### config.mk
export PLATFORM = sky130hd
export DESIGN_NAME = mmap_arbiter_flat
export DESIGN_NICKNAME = d
export VERILOG_FILES = /design/src/rtl/mmap_arb_pkg.sv /design/src/rtl/mmap_dev.sv /design/src/rtl/mmap_arb_pick.sv /design/src/rtl/mmap_arbiter.sv /design/src/flat_wrapper.sv
export SDC_FILE = /design/constraint.sdc
export NUM_CORES = 1
export LEC_CHECK = 0
export ABC_AREA = 1
export CORE_UTILIZATION = 29
export CTS_CLUSTER_DIAMETER = 50
export DETAILED_ROUTE_END_ITERATION = 16
export PLACE_DENSITY = 0.8
export RECOVER_POWER = 25
export SYNTH_ARGS = -nofsm -noshare
export SYNTH_HDL_FRONTEND = slang
export SYNTH_SLANG_ARGS = --single-unit
### constraint.sdc
create_clock -name clk -period 1.1 [get_ports clk]
set_input_delay 0.22 -clock clk [delete_from_list [all_inputs] [get_ports clk]]
set_output_delay 0.22 -clock clk [all_outputs]
set_load 0.1 [all_outputs]
### src/rtl/mmap_arb_pkg.sv
// mmap_arb_pkg: types shared by the two-requester memory-mapped arbiter.
//   NREQ        - number of requesters
//   req_idx_t   - requester index
//   arb_state_t - lock FSM state (IDLE, OWN0, OWN1)
package mmap_arb_pkg;
    localparam int NREQ = 2;
    typedef logic req_idx_t;
    typedef enum logic [1:0] {IDLE, OWN0, OWN1} arb_state_t;
endpackage

### src/rtl/mmap_dev.sv
// mmap_dev: shared downstream memory-mapped slave bus.
//   addr/wd/we - driven by the arbiter (master)
//   rd         - read data returned combinationally by the slave
interface mmap_dev;
    logic [31:0] addr;
    logic [31:0] wd;
    logic [31:0] rd;
    logic        we;
    modport master(output addr, output wd, output we, input rd);
    modport slave(input addr, input wd, input we, output rd);
endinterface

### src/rtl/mmap_arb_pick.sv
// mmap_arb_pick: combinational one-hot grant picker.
//   valid_i   - per-requester request
//   rr_last_i - index granted most recently (loses the next contention)
//   locked_i  - a requester owns the bus; only owner_i may be granted
//   owner_i   - index of the lock owner
//   grant_o   - one-hot grant, zero when nothing is grantable
module mmap_arb_pick
    import mmap_arb_pkg::*;
(
    input  logic [NREQ-1:0] valid_i,
    input  req_idx_t        rr_last_i,
    input  logic            locked_i,
    input  req_idx_t        owner_i,
    output logic [NREQ-1:0] grant_o
);
    assign grant_o = locked_i ? (valid_i & (owner_i ? 2'b10 : 2'b01))
                   : (&valid_i ? (rr_last_i ? 2'b01 : 2'b10) : valid_i);
endmodule

### src/rtl/mmap_arbiter.sv
// mmap_arbiter: two-requester round-robin arbiter onto one memory-mapped slave.
//   clk, reset           - clock, asynchronous active-high reset
//   req_valid/we/addr/wd - per-requester access (held until req_ready)
//   req_lock             - keep the grant after this access (MMAP_ARB_LOCK_EN only)
//   req_ready            - combinational accept for the granted requester
//   resp_valid/resp_rd   - one-cycle response pulse with read data sampled at grant
//   iface                - shared downstream slave
// Define MMAP_ARB_LOCK_EN to add bus locking with a forced release after
// LOCK_MAX consecutive locked grants.
module mmap_arbiter
    import mmap_arb_pkg::*;
#(
    parameter int LOCK_MAX = 8
) (
    input  logic                  clk,
    input  logic                  reset,
    input  logic [NREQ-1:0]       req_valid,
    input  logic [NREQ-1:0]       req_we,
    input  logic [NREQ-1:0][31:0] req_addr,
    input  logic [NREQ-1:0][31:0] req_wd,
`ifdef MMAP_ARB_LOCK_EN
    input  logic [NREQ-1:0]       req_lock,
`endif
    output logic [NREQ-1:0]       req_ready,
    output logic [NREQ-1:0]       resp_valid,
    output logic [31:0]           resp_rd,
    mmap_dev.master               iface
);
    logic [NREQ-1:0] grant;
    logic [NREQ-1:0] resp_valid_q;
    logic [31:0]     resp_rd_q;
    req_idx_t        rr_last_q;
    req_idx_t        gidx;
    req_idx_t        owner;
    logic            locked;

    mmap_arb_pick u_pick (
        .valid_i  (req_valid),
        .rr_last_i(rr_last_q),
        .locked_i (locked),
        .owner_i  (owner),
        .grant_o  (grant)
    );

    assign gidx       = grant[1];
    assign req_ready  = grant;
    assign resp_valid = resp_valid_q;
    assign resp_rd    = resp_rd_q;
    assign iface.addr = |grant ? req_addr[gidx] : '0;
    assign iface.wd   = |grant ? req_wd[gidx] : '0;
    assign iface.we   = |grant & req_we[gidx];

    // rr_last resets to 1 so requester 0 wins the first contention
    always_ff @(posedge clk or posedge reset) begin
        if (reset) begin
            rr_last_q    <= 1'b1;
            resp_valid_q <= '0;
            resp_rd_q    <= '0;
        end else begin
            resp_valid_q <= grant;
            if (|grant) begin
                rr_last_q <= gidx;
                resp_rd_q <= iface.rd;
            end
        end
    end

`ifdef MMAP_ARB_LOCK_EN
    localparam int CW = $clog2(LOCK_MAX + 1);
    arb_state_t    state_q, state_d;
    logic [CW-1:0] cnt_q, cnt_d, cnt_inc;

    assign cnt_inc = cnt_q + 1'b1;
    assign locked  = state_q != IDLE;
    assign owner   = state_q == OWN1;

    always_ff @(posedge clk or posedge reset) begin
        if (reset) begin
            state_q <= IDLE;
            cnt_q   <= '0;
        end else begin
            state_q <= state_d;
            cnt_q   <= cnt_d;
        end
    end

    // Every grant either (re)enters ownership with one more locked grant
    // counted, or drops to IDLE: on unlock, or once LOCK_MAX is reached.
    always_comb begin
        state_d = state_q;
        cnt_d   = cnt_q;
        if (|grant) begin
            state_d = (req_lock[gidx] && cnt_inc < CW'(LOCK_MAX)) ? (gidx ? OWN1 : OWN0) : IDLE;
            cnt_d   = state_d == IDLE ? '0 : cnt_inc;
        end
    end
`else
    // LOCK_MAX has no effect without locking
    localparam int LOCK_MAX_UNUSED = LOCK_MAX;
    assign locked = 1'b0;
    assign owner  = 1'b0;
`endif
endmodule

### src/flat_wrapper.sv
// flat-port wrapper written by rule: the top's interface ports become plain ports
module mmap_arbiter_flat import mmap_arb_pkg::*;
#(
    parameter int LOCK_MAX = 8
)
  (clk, reset, req_valid, req_we, req_addr, req_wd, req_ready, resp_valid, resp_rd, iface_addr, iface_wd, iface_we, iface_rd);
  mmap_dev iface_i ();
  input  logic clk;
  input  logic reset;
  input  logic [NREQ-1:0] req_valid;
  input  logic [NREQ-1:0] req_we;
  input  logic [NREQ-1:0][31:0] req_addr;
  input  logic [NREQ-1:0][31:0] req_wd;
  output logic [NREQ-1:0] req_ready;
  output logic [NREQ-1:0] resp_valid;
  output logic [31:0] resp_rd;
  output wire logic [$bits(iface_i.addr)-1:0] iface_addr;
  output wire logic [$bits(iface_i.wd)-1:0] iface_wd;
  output wire logic [$bits(iface_i.we)-1:0] iface_we;
  input wire logic [$bits(iface_i.rd)-1:0] iface_rd;
  assign iface_addr = iface_i.addr;
  assign iface_wd = iface_i.wd;
  assign iface_we = iface_i.we;
  assign iface_i.rd = iface_rd;
  mmap_arbiter #(.LOCK_MAX(LOCK_MAX)) u_core (.clk(clk), .reset(reset), .req_valid(req_valid), .req_we(req_we), .req_addr(req_addr), .req_wd(req_wd), .req_ready(req_ready), .resp_valid(resp_valid), .resp_rd(resp_rd), .iface(iface_i));
endmodule
* Yosys cells after proc, flatten, opt, wreduce, memory -nomap -nowiden
Index checks and enable logic that the tools add are counted.
Storage, ports and cells: input port bits 166, bits in registers 35, output and inout port bits 101
Cells by class: mux-type cells 10, reduce and logical (&&, ||, !) cells 2, order comparisons 1, bitwise logic cells 1
Operators with widths (number):
- 32-bit two-way mux | 6
- 2-bit two-way mux | 2
- 1-bit by 2-bit less-than comparator with 1-bit output, second input constant | 1
- 1-bit two-way mux | 2
- 2-bit AND reduction | 1
- 2-bit OR reduction | 1
- 1-bit bitwise AND | 1

* Logic depth before layout (Yosys ltp)
Gate-level depths: netlist of run 1.
depth after elaboration 5, gate-level depth with buffers 7, depth with buffers taken out 6

* Cells and area by module
From an unflattened synthesis of run 1, not the netlist that was laid out.
Unflattened totals: cells, all modules 374, area, all modules 2378.5 um^2
Modules (own cells, without submodules):
- mmap_arbiter | cells each 364, area each 2338.5 um^2, times used 1, seq. area each 877.1 um^2
- mmap_arb_pick | cells each 10, area each 40.0 um^2, times used 1, seq. area each 0.0 um^2

* Least setup slack after synthesis of run 1
Ideal clock, no wire load.
path kind register to register, start register u_core.rr_last_q, end register u_core.rr_last_q, slack -2.089 ns, period minus slack after synthesis 3.189 ns, stages on the path, launching flop included 4, arrival 2.998 ns, path buffers 0, cells stage by stage dfstp_2 > inv_1 > a21boi_0 > o21ai_0
Between the ends: cells in the longest elaborated chain, start to end 3
Ends and longest elaborated chain:
- start: declaration | line mmap_arbiter.sv:32 | req_idx_t rr_last_q;
- start signal: assignment | line mmap_arbiter.sv:62 | rr_last_q <= gidx;
- 2-bit two-way mux (2 in a row) | line mmap_arb_pick.sv:17 | : (&valid_i ? (rr_last_i ? 2'b01 : 2'b10) : valid_i);
- via req_ready[0] | line flat_wrapper.sv:14 | output logic [NREQ-1:0] req_ready;
- 2-bit OR reduction | line mmap_arbiter.sv:61 | if (|grant) begin
The timed path passes the listed nets, and every way through them passes these cells. A chain may end at the register's enable or synchronous reset.

* Worst setup path in the final report of run 1
start register u_core.rr_last_q, end output port iface_addr[3]
Between the ends: cells in the longest elaborated chain, start to end 5, elaborated cells between the ends (all ways) 6, classes of those cells 5 x mux; 1 x reduce/logical
Ends and longest elaborated chain:
- 2-bit two-way mux * (2 in a row) | line mmap_arb_pick.sv:17
- 32-bit two-way mux (not written as such) (2 in a row) | line mmap_arbiter.sv:49 | assign iface.addr = |grant ? req_addr[gidx] : '0;
- 32-bit two-way mux * | line mmap_arbiter.sv:49
- end: declaration | line flat_wrapper.sv:17 | output wire logic [$bits(iface_i.addr)-1:0] iface_addr;
Mark *: on every way between the ends. The rest lies on a longest branch, timed or not. The select of a mux whose other input is x is not followed.

==> results_dict.tcl, run 1 <==
set metrics [dict create \
    wl_mm 20.8 \
    whs_ps 426 \
    period_share_pct 188 \
    cts_hold_buffers 0 \
    drtIter0Drc 214 \
    hp-class "in2async" \
    avgViaCountPerCell 4.97 \
    final_cell_mix "nand2_1 (183), clkdlybuf4s50_1 (162), buf_12 (110)" \
    grt_pass1_wl_mm 22.4 \
    vias 4959 \
    postRouteAntennaNets 0 \
    crit_buf_inv 4 \
    rsz0062_at_grt "true" \
    syn_inst 562 \
    internal-power_mw 5.29 \
    fp.coreArea_mm2 0.00982 \
    dieArea_mm2 0.0106 \
    p_leak_nw 4.12 \
    layout-drive-gt1-share_pct 48.3 \
    worstMarginPinSlew_ps 432 \
    place_inst 953 \
    io_pins 267 \
    final_cells 997 \
    regToRegEndpoint "u_core.resp_rd[8]" \
    cts_max_path_buffers 2 \
    io_buffers 266 \
    ir_drop_mv 1.21 \
    drt-wirelength-per-cell_um 20.8 \
    report.final.slew_viol_count 0 \
    htreeDepth 2 \
    cpMaxStageDelayCell "dfstp_2" \
    finalHoldViolCount 0 \
    period_needed_ps 2070 \
    crit_path_end_kind "output pin" \
    dp_slack_ps -735 \
    yosysWarnings 0 \
    p_seq_share_pct 15.3 \
    nets 1028 \
    grt_start_max_net_pins 34 \
    dp_hpwl_mm 10.8 \
    cp_data_arrival_time_ps 1850 \
    worst-setup-path-type "reg2out" \
    start_kind "register" \
    combPwrFrac_pct 75.2 \
    postLayoutCellArea_mm2 0.00872 \
    rrSetupSlack_ps -790 \
    clkPwrFrac_pct 9.5 \
    finalClockSkew_ps 3.40 \
    die_y_um 103 \
    power.switching_mw 6.00 \
    ys_seq_elements 35 \
    crit_family "flip-flops" \
    worstPathRequired_ps 880 \
    swShare_pct 53.1 \
    clkTransAtPathRegs_ps 80 \
    gp_congestion 0.847 \
    grt_usage_pct 27.6 \
    cts_sinks 35 \
    grt_overflow 0 \
    r2r_start "u_core.rr_last_q" \
    rows 36 \
    grt_pass1_vias 4589 \
    numCtsBuffers 5 \
    final_common_cell "nand2_1" \
    root_buffer "clkbuf_8" \
    crit_top_cell "nand2_8" \
    setup_viol 135 \
    path_max_fanout 8 \
    post_dp_cell_area_mm2 0.00720 \
    failed_checks "negative setup slack" \
    power_density_mw_per_mm2 1290 \
    syn_area_per_cell_um2 5.26 \
    slowest_delay_ps 600 \
    antenna_found_initial 1 \
    maxCapViolations 0 \
    start_util_pct 30.1 \
    synthesis.nets 728 \
    synth_cell_types 13 \
    timing.slew.headroom_pct 71.2 \
    status "complete, but fails checks" \
    fmax_mhz 483 \
    syn_area_mm2 0.00296 \
    crit_chain "inv_4 -> nand2_8 -> nand2_8 -> clkbuf_16 -> nand2_1 -> nand2_2 -> clkinvlp_4 -> buf_12" \
    synthToLayoutAreaGrowth_pct 195 \
    ff2ff_path_depth 10 \
    cts_tree "done" \
    ys_seq_area_share_pct 29.7 \
    timing.final.ws_setup_ps -972 \
    drt_drc_violations_left 0 \
    dieWidth_um 103 \
    dr.pass1.iters 4 \
    clk_latency_ps 290 \
]
==> per-layer routing <==
layer  vias up  share of wire, %  GRT usage, %
met5         -                 0             0
met1      2366                32          28.2
met3       107               8.3          5.90
met2       312                52          52.4
li1       2174                 -             -
met4         0               7.2          14.4
==> through the flow <==
step           power, mW  utilization (%)  TNS, ps
2_1_floorplan       5.92                -   -42390
3_3_place_gp        8.83             73.3   -67180
3_5_place_dp        8.94             73.3   -69210
4_1_cts             10.4             79.6   -75820
5_1_grt             11.6             88.8   -88720
6_report            11.3             88.8   -84490
==> tightest hold or removal path, delay by kind of cell <==
kind,cells,cell delay (ps)
buffers and inverters,3,900
==> cell type report <==
cell class / count / area, um2
Timing Repair Buffer: 321 / 4490
Sequential cell: 35 / 918
Clock inverter: 1 / 7.51
Antenna cell: 1 / 2.50
Inverter: 133 / 753
Fill cell: 422 / 1100
Tap cell: 133 / 166
Multi-Input combinational cell: 366 / 2280
Clock buffer: 7 / 96.3
==> cell families (layout without fill, tap and decap cells) <==
| group | after synthesis | after routing | share of synthesized area [%] |
|---|---|---|---|
| AND/OR/NAND/NOR | 361 | 364 | 47.3 |
| other | 0 | 1 | 0 |
| buffers and inverters | 164 | 462 | 22.6 |
| AO/OA/AOI/OAI | 2 | 2 | 0.423 |
| flip-flops | 35 | 35 | 29.7 |
==> power groups by stage <==
stage               clock network (mW)  registers [mW]  logic [mW]
detailed placement                   0            1.72        7.22
global route                      1.15            1.74        8.73
global placement                     0            1.71        7.12
floorplan                            0            2.87        3.05
finish                            1.08            1.73        8.49
CTS                               1.06            1.70        7.65
==> worst max-delay path by stage <==
stage | cells after the start | slack, ps | from | to
after global placement | 8 | -710 | req_valid[0] | iface_addr[6]
after floorplan | 5 | -560 | u_core.rr_last_q | u_core.resp_valid[1]
after CTS | 8 | -830 | u_core.rr_last_q | iface_wd[31]
after global routing | 8 | -1020 | u_core.rr_last_q | iface_wd[22]
final | 8 | -970 | u_core.rr_last_q | iface_addr[3]
after detailed placement | 8 | -730 | req_valid[0] | iface_addr[19]
==> sequential cells by signal (all words and copies together) (netlist names) <==
name,count
u_core.resp_valid,2
u_core.rr_last_q,1
u_core.resp_rd,32
==> repair_timing <==
item | in CTS | in global routing
pin swaps | 2 | 24
resized for setup | 113 | 155
buffers inserted | 8 | 8
setup endpoints to repair | 135 | 136
gates cloned | 6 | 15
==> synth_stat cells (all sizes together) <==
cell | count | share of area [%]
inv | 133 | 17
o21ai | 1 | 0.17
dfstp | 1 | 0.89
dfrtp | 34 | 29
nand2 | 329 | 42
nand3 | 32 | 5.4
buf | 29 | 5.5
clkbuf | 2 | 0.25
a21boi | 1 | 0.25
Note: power is estimated with default switching activity, not from simulation.
==> run 2, diff against run 1 <==
--- a/config.mk
+++ b/config.mk
@@ -6,6 +6,7 @@
 export NUM_CORES = 1
 export LEC_CHECK = 0
 export ABC_AREA = 1
+export CORE_MARGIN = 2
 export CORE_UTILIZATION = 29
 export CTS_CLUSTER_DIAMETER = 50
 export DETAILED_ROUTE_END_ITERATION = 16
==> results_dict.tcl, run 2 (synthesis results as in run 1) <==
set metrics [dict create \
    start_util_pct 30.1 \
    worstMarginPinSlew_ps 400 \
    drt_drc_violations_left 0 \
    largest_reg_flops 32 \
    grt_pass1_wl_mm 20.7 \
    hp-class "in2async" \
    clkTransAtPathRegs_ps 70 \
    rows 36 \
    rrSetupSlack_ps -380 \
    cp_data_arrival_time_ps 1660 \
    cts_hold_buffers 0 \
    htreeDepth 2 \
    final_cell_mix "nand2_1 (246), clkdlybuf4s50_1 (163), buf_12 (106)" \
    fmax_mhz 532 \
    swShare_pct 53.2 \
    crit_buf_inv 3 \
    ff2ff_path_depth 7 \
    die_y_um 105 \
    grt_start_max_net_pins 66 \
    dieWidth_um 105 \
    finalHoldViolCount 0 \
    grt_usage_pct 23.2 \
    path_max_fanout 12 \
    drt-wirelength-per-cell_um 14.1 \
    status "complete, but fails checks" \
    internal-power_mw 4.69 \
    final_common_cell "nand2_1" \
    cpMaxStageDelayCell "dfstp_2" \
    postRouteAntennaNets 0 \
    p_seq_share_pct 17.0 \
    worstPathRequired_ps 880 \
    layout-drive-gt1-share_pct 38.2 \
    power.switching_mw 5.34 \
    failed_checks "negative setup slack" \
    io_pins 267 \
    root_buffer "clkbuf_8" \
    whs_ps 440 \
    crit_family "flip-flops" \
    dp_hpwl_mm 10.6 \
    vias 4268 \
    fin_util_pct 77.0 \
    period_share_pct 171 \
    regToRegEndpoint "u_core.resp_rd[16]" \
    finalClockSkew_ps 5.34 \
    diodes 0 \
    rsz0062_at_grt "true" \
    io_buffers 266 \
    place_inst 953 \
    fp.coreArea_mm2 0.00982 \
    maxCapViolations 0 \
    clkPwrFrac_pct 9.1 \
    dr.pass1.iters 4 \
    drtIter0Drc 152 \
    r2r_start "u_core.rr_last_q" \
    combPwrFrac_pct 73.9 \
    power_density_mw_per_mm2 1330 \
    slowest_delay_ps 560 \
    cts_tree "done" \
    report.final.slew_viol_count 0 \
    synthToLayoutAreaGrowth_pct 156 \
    crit_chain "nand2_4 -> nand2_8 -> clkbuf_16 -> nand2_1 -> nand2_2 -> clkinvlp_4 -> buf_12" \
    start_kind "register" \
    cts_max_path_buffers 2 \
    multi_input_area_mm2 0.00165 \
    regArea_um2 918 \
    setup_viol 134 \
    dieArea_mm2 0.0110 \
    clk_latency_ps 290 \
    antenna_found_initial 0 \
    wl_mm 13.6 \
    numCtsBuffers 5 \
    cts_sinks 35 \
    ir_drop_mv 1.09 \
    final_cells 965 \
    crit_path_end_kind "output pin" \
    grt_overflow 0 \
    p_leak_nw 3.62 \
    nets 997 \
    period_needed_ps 1880 \
    worst-setup-path-type "reg2out" \
    avgViaCountPerCell 4.42 \
    fillCellCount 650 \
    timing.final.ws_setup_ps -781 \
    grt_pass1_vias 4285 \
    timing.slew.headroom_pct 73.3 \
    gp_congestion 0.887 \
]
-- run 2: how the worst max path moves through the flow --
stage | slack, ps | from | cells past startpoint | endpoint
final | -780 | u_core.rr_last_q | 7 | iface_wd[10]
after global routing | -870 | u_core.rr_last_q | 8 | iface_addr[30]
after CTS | -810 | u_core.rr_last_q | 7 | iface_wd[11]
after detailed placement | -750 | req_valid[0] | 8 | iface_wd[11]
after global placement | -720 | req_valid[0] | 8 | iface_wd[11]
after floorplan | -560 | u_core.rr_last_q | 5 | u_core.resp_valid[1]
-- run 2: layout make-up --
class	count	share of cell area (%)
Inverter	133	9.83
Clock inverter	2	0.166
Sequential cell	35	12.2
Multi-Input combinational cell	363	21.8
Clock buffer	6	0.960
Tap cell	133	2.20
Timing Repair Buffer	293	52.9
-- run 2: worst reg2reg max path: stages (launching register included) --
cell       delay (ps)
dfstp_2           560
nand2_4            70
nand2_8           130
clkbuf_16         190
nand2_1           110
buf_6             180
nand2_1            80
nand2_1            50
-- run 2: metrics by stage --
| stage | power [mW] | worst slack [ps] | cell area (um2) | TNS, ps |
|---|---|---|---|---|
| floorplan | 5.92 | -558 | 3260 | -42390 |
| global placement | 8.83 | -718 | 7170 | -62830 |
| detailed placement | 8.92 | -749 | 7170 | -67050 |
| CTS | 9.95 | -810 | 7390 | -63450 |
| global route | 10.4 | -872 | 7560 | -71800 |
| finish | 10.0 | -781 | 7560 | -62400 |
-- run 2: repair_timing --
action | CTS | global route
setup endpoints to repair | 134 | 136
cloned | 1 | 2
buffers inserted | 1 | 0
resized for setup | 43 | 50
hold endpoints to repair | 0 | 0
pin swaps | 1 | 2
-- run 2: power by group through the flow --
stage                     registers (mW)  clock network (mW)  logic (mW)
after floorplan                     2.87                   0        3.05
after global placement              1.71                   0        7.12
after detailed placement            1.72                   0        7.20
after CTS                           1.70               0.934        7.31
after global routing                1.72                1.00        7.68
final                               1.70               0.915        7.42
-- run 2: metal layers --
layer  share of wire (%)  GRT usage (%)  up-vias
li1                    -              -     2100
met1                  34           23.3     1945
met2                  53           43.5      186
met3                 8.7           8.05       37
met4                 3.5           8.95        0
met5                   0              0        -
==> run 3, diff against run 2 <==
--- a/config.mk
+++ b/config.mk
@@ -10,6 +10,7 @@
 export CORE_UTILIZATION = 29
 export CTS_CLUSTER_DIAMETER = 50
 export DETAILED_ROUTE_END_ITERATION = 16
+export HOLD_SLACK_MARGIN = 0.06
 export PLACE_DENSITY = 0.8
 export RECOVER_POWER = 25
 export SYNTH_ARGS = -nofsm -noshare
==> results of run 3 <==
The final DEF is identical to that of run 2; final timing and power are the same.
